### src/rtl/shift_add_multiplier.sv
// Radix-2 shift-and-add multiplier: one shared adder, WORD_LENGTH iterations, ready pulses WORD_LENGTH+1 cycles after accept; start is ignored while busy.
// Define SIGNED_MULT_EN for two's-complement operands (magnitudes iterate, sign applied on the DONE-entry edge).
module shift_add_multiplier #(
    parameter int WORD_LENGTH = 16
) (
    input  logic                       clk,
    input  logic                       reset,
    input  logic                       start,
    input  logic [WORD_LENGTH-1:0]     multiplicand,
    input  logic [WORD_LENGTH-1:0]     multiplier,
    output logic [2*WORD_LENGTH-1:0]   product,
    output logic                       busy,
    output logic                       ready
);

    localparam int PW = 2 * WORD_LENGTH;
    localparam int CW = $clog2(WORD_LENGTH) + 1;

    typedef enum logic [1:0] {
        S_IDLE,
        S_RUN,
        S_DONE
    } state_t;

    state_t                 r_state;
    state_t                 w_state_next;

    logic [PW-1:0]          r_mcand;
    logic [PW-1:0]          r_acc;
    logic [PW-1:0]          r_product;
    logic [WORD_LENGTH-1:0] r_mplier;
    logic [CW-1:0]          r_count;

    logic                   w_last;
    logic [PW-1:0]          w_addend;
    logic [PW-1:0]          w_acc_next;
    logic [PW-1:0]          w_result;
    logic [WORD_LENGTH-1:0] w_mag_a;
    logic [WORD_LENGTH-1:0] w_mag_b;

    assign w_last     = (r_count == CW'(1));
    assign w_addend   = r_mplier[0] ? r_mcand : '0;
    assign w_acc_next = r_acc + w_addend;

`ifdef SIGNED_MULT_EN
    logic r_neg;
    logic w_neg;

    // Magnitude of the most-negative value is 2^(W-1), which still fits W unsigned bits.
    assign w_mag_a  = multiplicand[WORD_LENGTH-1] ? -multiplicand : multiplicand;
    assign w_mag_b  = multiplier[WORD_LENGTH-1]   ? -multiplier   : multiplier;
    assign w_neg    = multiplicand[WORD_LENGTH-1] ^ multiplier[WORD_LENGTH-1];
    assign w_result = r_neg ? -w_acc_next : w_acc_next;

    always_ff @(posedge clk) begin
        if (reset) begin
            r_neg <= 1'b0;
        end else if (r_state == S_IDLE && start) begin
            r_neg <= w_neg;
        end
    end
`else
    assign w_mag_a  = multiplicand;
    assign w_mag_b  = multiplier;
    assign w_result = w_acc_next;
`endif

    always_ff @(posedge clk) begin
        if (reset) begin
            r_state <= S_IDLE;
        end else begin
            r_state <= w_state_next;
        end
    end

    always_comb begin
        w_state_next = r_state;
        busy         = 1'b0;
        ready        = 1'b0;
        case (r_state)
            S_IDLE: begin
                if (start) begin
                    w_state_next = S_RUN;
                end
            end
            S_RUN: begin
                busy = 1'b1;
                if (w_last) begin
                    w_state_next = S_DONE;
                end
            end
            S_DONE: begin
                busy         = 1'b1;
                ready        = 1'b1;
                w_state_next = S_IDLE;
            end
            default: begin
                w_state_next = S_IDLE;
            end
        endcase
    end

    always_ff @(posedge clk) begin
        if (reset) begin
            r_mcand   <= '0;
            r_mplier  <= '0;
            r_acc     <= '0;
            r_count   <= '0;
            r_product <= '0;
        end else begin
            case (r_state)
                S_IDLE: begin
                    if (start) begin
                        r_mcand  <= {{WORD_LENGTH{1'b0}}, w_mag_a};
                        r_mplier <= w_mag_b;
                        r_acc    <= '0;
                        r_count  <= CW'(WORD_LENGTH);
                    end
                end
                S_RUN: begin
                    r_acc    <= w_acc_next;
                    r_mcand  <= r_mcand << 1;
                    r_mplier <= r_mplier >> 1;
                    r_count  <= r_count - CW'(1);
                    // Final iteration's sum goes straight to the output register.
                    if (w_last) begin
                        r_product <= w_result;
                    end
                end
                default: begin
                end
            endcase
        end
    end

    assign product = r_product;

endmodule
### config.mk
export PLATFORM = sky130hd
export DESIGN_NAME = shift_add_multiplier
export DESIGN_NICKNAME = d
export VERILOG_FILES = /design/src/rtl/shift_add_multiplier.sv
export SDC_FILE = /design/constraint.sdc
export NUM_CORES = 1
export LEC_CHECK = 0
export ABC_CLOCK_PERIOD_IN_PS = 8100
export BUFFER_PORTS_ARGS = -buffer_cell sky130_fd_sc_hd__buf_4
export CELL_PAD_IN_SITES_DETAIL_PLACEMENT = 1
export CELL_PAD_IN_SITES_GLOBAL_PLACEMENT = 1
export CORE_ASPECT_RATIO = 0.6
export CORE_UTILIZATION = 48
export DETAILED_ROUTE_END_ITERATION = 8
export PLACE_DENSITY_LB_ADDON = 0.12
export SYNTH_ARGS = -nofsm -noshare
export SYNTH_HDL_FRONTEND = slang
export SYNTH_SLANG_ARGS = --single-unit
### constraint.sdc
create_clock -name clk -period 8.1 [get_ports clk]
set_input_delay 0 -clock clk [delete_from_list [all_inputs] [get_ports clk]]
set_output_delay 0 -clock clk [all_outputs]
set_load 0.01 [all_outputs]
# Word-level counts from Yosys, hierarchy flattened
# Cells that the tools add are included.
[classes] add_sub_neg=2 eq_ne=5 mux=14 n_reduce_logical=6
[op_table] cell="32-bit one-hot mux with 2 select lines" count=2
[op_table] cell="32-bit two-way mux" count=3
[op_table] cell="32-bit adder" count=1
[op_table] cell="16-bit one-hot mux with 2 select lines" count=1
[op_table] cell="16-bit two-way mux" count=1
[op_table] cell="5-bit one-hot mux with 2 select lines" count=1
[op_table] cell="2-bit AND reduction" count=3
[op_table] cell="5-bit by 1-bit equality test with 1-bit output, second input constant" count=1
[op_table] cell="5-bit two-way mux" count=1
[op_table] cell="5-bit by 1-bit subtractor with 5-bit output, second input constant" count=1
[op_table] cell="2-bit two-way mux" count=2
[op_table] cell="2-bit inequality test, second input constant" count=2
[op_table] cell="2-bit one-hot mux with 2 select lines" count=1
[op_table] cell="2-bit by 1-bit equality test with 1-bit output, second input constant" count=1
[op_table] cell="2-bit equality test, second input constant" count=1
[op_table] cell="2-bit logical NOT" count=1
[op_table] cell="1-bit two-way mux" count=2
[op_table] cell="2-bit nonzero test" count=1
[op_table] cell="2-bit OR reduction" count=1
[word_totals] register_bits=119 out_inout_bits=34 elab_cells=33

# Logic depth before layout (Yosys ltp)
[depth] ltp_word=3 depth_mapped=12 ltp_nobuf=11

# Least setup slack after synthesis
# OpenSTA, ideal clock, no wires.
[synth_timing] path_kind="register -> register" start="register r_mplier[0]" end="register r_acc[30]" setup_time_ns=0.117 arrival_time_ns=2.705 required_ns=7.983 setup_slack_ns=5.278 path_stages_with_launch=12 synth_period_minus_slack_ns=2.822 cell_sequence="dfxtp_1 -> clkbuf_1 -> and2_1 -> fa_1 -> a21o_1 -> a221oi_2 -> o21a_1 -> nor3_1 -> o21ai_0 -> a21oi_1 -> or3_1 -> a32o_1"
[synth_between] elab_chain_len=3
[synth_rtl] item="start: declaration" line_no="31" rtl="logic [WORD_LENGTH-1:0] r_mplier;"
[synth_rtl] item="start signal: assignment" line_no="115" rtl="r_mplier <= w_mag_b;"
[synth_rtl] item="start signal: assignment" line_no="123" rtl="r_mplier <= r_mplier >> 1;"
[synth_rtl] item="32-bit two-way mux" line_no="42" rtl="assign w_addend = r_mplier[0] ? r_mcand : '0;"
[synth_rtl] item="32-bit adder" line_no="43" rtl="assign w_acc_next = r_acc + w_addend;"
[synth_rtl] item="32-bit one-hot mux with 2 select lines" line_no="111" rtl="case (r_state)"
[synth_rtl] item="end signal: assignment" line_no="121" rtl="r_acc <= w_acc_next;"
[synth_rtl] item="end: declaration" line_no="29" rtl="logic [PW-1:0] r_acc;"
# Every way passes these cells.
# A chain may end at the register's enable or synchronous reset.

# Worst setup path after layout
# Same ends and word-level chain as after synthesis.

==> impl_metrics.py <==
metrics = {
    "floorplanning": {
        "die_h_um": 90.8,
        "core-area_sq_um": 12400,
        "die_w_um": 150,
        "die-area_sq_um": 13600,
        "initial_core_util_pct": 50.8,
        "row_count": 31,
        "pin_count": 69,
    },
    "sta": {
        "rsz0062_at_grt": "false",
        "finalClockSkew_ns": 0.0133,
        "drv_slew": 0,
        "hold_viol": 0,
        "fmax_ghz": 0.269,
        "setup_slack_ns": 4.39,
        "final-setup-viol-count": 0,
        "slew_headroom_pct": 9.34,
        "worstMarginPinSlew_ns": 1.36,
        "min_period_ns": 3.71,
        "setup_tns_ns": 0,
        "post-route-period-util_pct": 45.8,
    },
    "drt": {
        "wl_mm": 21.6,
        "dr.pass1.iters": 6,
        "num_vias": 6142,
        "wire_per_inst_um": 21.7,
        "ant_nets": 0,
        "drt_iter0_markers": 463,
        "vias_per_cell": 6.20,
        "drc": 0,
    },
    "clocking": {
        "root_buffer": "clkbuf_16",
        "cts_tree": "built",
        "clock_sinks": 119,
        "h-tree-depth": 4,
        "cts_made_buffers": 17,
        "clockBufferDepth": 2,
        "clk_latency_ns": 0.43,
        "cts_resized": 0,
        "clkSlewWorstSetupHoldPaths_ns": 0.06,
    },
    "worst_setup_path": {
        "arrival_ns": 4.03,
        "cp.required_ns": 8.42,
        "slowest_delay_ns": 0.63,
        "critPathMaxFanout": 33,
        "rrSetupSlack_ns": 4.39,
        "crit_type": "register to register",
        "start_kind": "register",
        "cp_slowest_cell": "dfxtp_1",
        "crit_chain": "and2_1 > ha_1 > fa_1 > a21o_1 > a221oi_2 > o21a_1 > nor3_1 > o21ai_0 > a21oi_1 > or3_1 > a32o_1",
        "end_kind": "register",
    },
    "global_route": {
        "grt_pass1_wl_mm": 34.4,
        "track_usage_pct": 32.8,
        "grt_overflow_total": 0,
        "antenna_found_initial": 0,
        "grt_max_degree": 103,
        "grt_pass1_vias": 6245,
    },
    "synth": {
        "synth_edf_count": 0,
        "synth.area.top_cells": "dfxtp_1, ha_1, nor2_1",
        "muxShareOfSynthArea_pct": 4.92,
        "syn_nets": 812,
        "synthCells": 740,
        "synthAdderAreaFrac_pct": 7.46,
        "ys.flop_type": "dfxtp_1",
        "yosys_warnings": 0,
        "synth_xor_area_share_pct": 4.03,
        "ys_seq_area_share_pct": 37.8,
        "synth_top_area_share_pct": 37.8,
        "syn_area_sq_um": 6300,
        "synth_cell_types": 52,
        "synth_top_family_by_area": "compound AO/OA/AOI/OAI gates",
        "synth.largest_area_cell": "dfxtp_1",
        "synthSimpleGateAreaFrac_pct": 18.5,
        "synth_compound_area_share_pct": 23.9,
        "synthArstFlopShare_pct": 0,
        "avgSynthCellArea_sq_um": 8.52,
        "ys_ff_latch": 119,
    },
    "cells_and_area": {
        "final_util_pct": 62.8,
        "final_cell_area_sq_um": 7800,
        "nets": 885,
        "final_cell_mix": "dfxtp_1, nor2_1, buf_4",
        "antenna_cells": 0,
        "mostFrequentLayoutCell": "dfxtp_1",
        "final_cells": 991,
        "syn_to_final_growth_pct": 23.7,
        "drive_above_1_share_pct": 14.2,
    },
    "hold_path": {
        "hold_class": "input pin to register",
    },
    "pwr": {
        "seqPwrFrac_pct": 39.0,
        "p_int_mw": 1.19,
        "switchingPower_mw": 0.479,
        "comb_power_share_pct": 13.0,
        "peakVddDrop_v": 0.000143,
        "switching_share_pct": 28.7,
        "power.static_leakage_nw": 3.32,
        "power_frac_clock_pct": 48.0,
        "p_per_area_nw_per_um2": 214,
    },
    "place": {
        "globalplace.congestion": 0.914,
        "placed_area_sq_um": 6890,
        "placed_cells_incl_taps": 930,
        "numPortBuffers": 68,
        "place_hpwl_mm": 12.4,
        "place_ws_ns": 4.45,
    },
    "run": {
        "maxCapViolCount": 0,
    },
    "run_status": {
        "status": "completed",
    },
}
## power groups by stage
| stage | registers, mW | logic (mW) | clock network [mW] |
|---|---|---|---|
| floorplan | 0.640 | 0.136 | 0 |
| global placement | 0.653 | 0.175 | 0 |
| detailed placement | 0.656 | 0.184 | 0 |
| CTS | 0.645 | 0.199 | 0.800 |
| global route | 0.652 | 0.231 | 0.831 |
| finish | 0.651 | 0.217 | 0.800 |
## cells in the mapped netlist (all sizes together), types with 20 or more instances
cell,number
dfxtp,119
ha,36
xnor2,20
a21oi,57
a22oi,31
a211oi,33
a21o,21
nor2,83
mux2i,31
clkbuf,40
and2,33
nand2,72
o21ai,21
## critical path, delay by kind of cell (launching register included)
family / cells / cell delay [ns]
fa+ha+maj: 2 / 0.63
flops: 1 / 0.63
compound gates: 6 / 1.60
simple gates: 3 / 0.76
## final timing paths
path,startpoint,to,cells after the start
worst max register to register,r_mplier[0],r_acc[30],11
worst min-delay path,multiplicand[2],r_mcand[2],3
worst max-delay path,r_mplier[0],r_acc[30],11
worst min register to register,product[9],product[9],2
## cell type report
type,count,area (sq um)
clock buffers,18,439
clock inverters,14,174
fillers,1423,4610
inverters,9,33.8
multi-input cells,563,3720
flip-flops and latches,119,2380
well taps,165,206
repair buffers,103,846
## registers in the layout, indices dropped and copies added (netlist names)
signal / cells
r_count: 5
r_state: 2
r_mcand: 32
r_acc: 32
product: 32
r_mplier: 16
## routing by layer
metal / vias up / part of all wire (%) / GRT usage (%)
met5: - / 0 / 0
met4: 0 / 2.5 / 12.2
met3: 56 / 5.4 / 6.36
met2: 244 / 44 / 50.8
met1: 3019 / 48 / 44.7
li1: 2823 / - / -
## per-stage QoR
stage                     power, mW  hold slack, ns
final                          1.67          0.0473
after global routing           1.71          0.0440
after CTS                      1.64          0.0140
after detailed placement      0.840           0.359
after global placement        0.828           0.320
after floorplan               0.777           0.160
## what timing repair did
item,CTS,global route
setup endpoints to repair,0,0
hold buffers,29,0
setup buffers,0,0
endpoints found under the hold margin,29,0
## kinds of logic after synthesis
logic type                 after synthesis
AOI/OAI and AO/OA                      217
xor gates and xnor gates                29
adders and majority gates               37
buffers and inverters                   58
DFF                                    119
muxes                                   31
and+or+nand+nor                        249
Note: power is estimated with default switching activity, not from simulation.
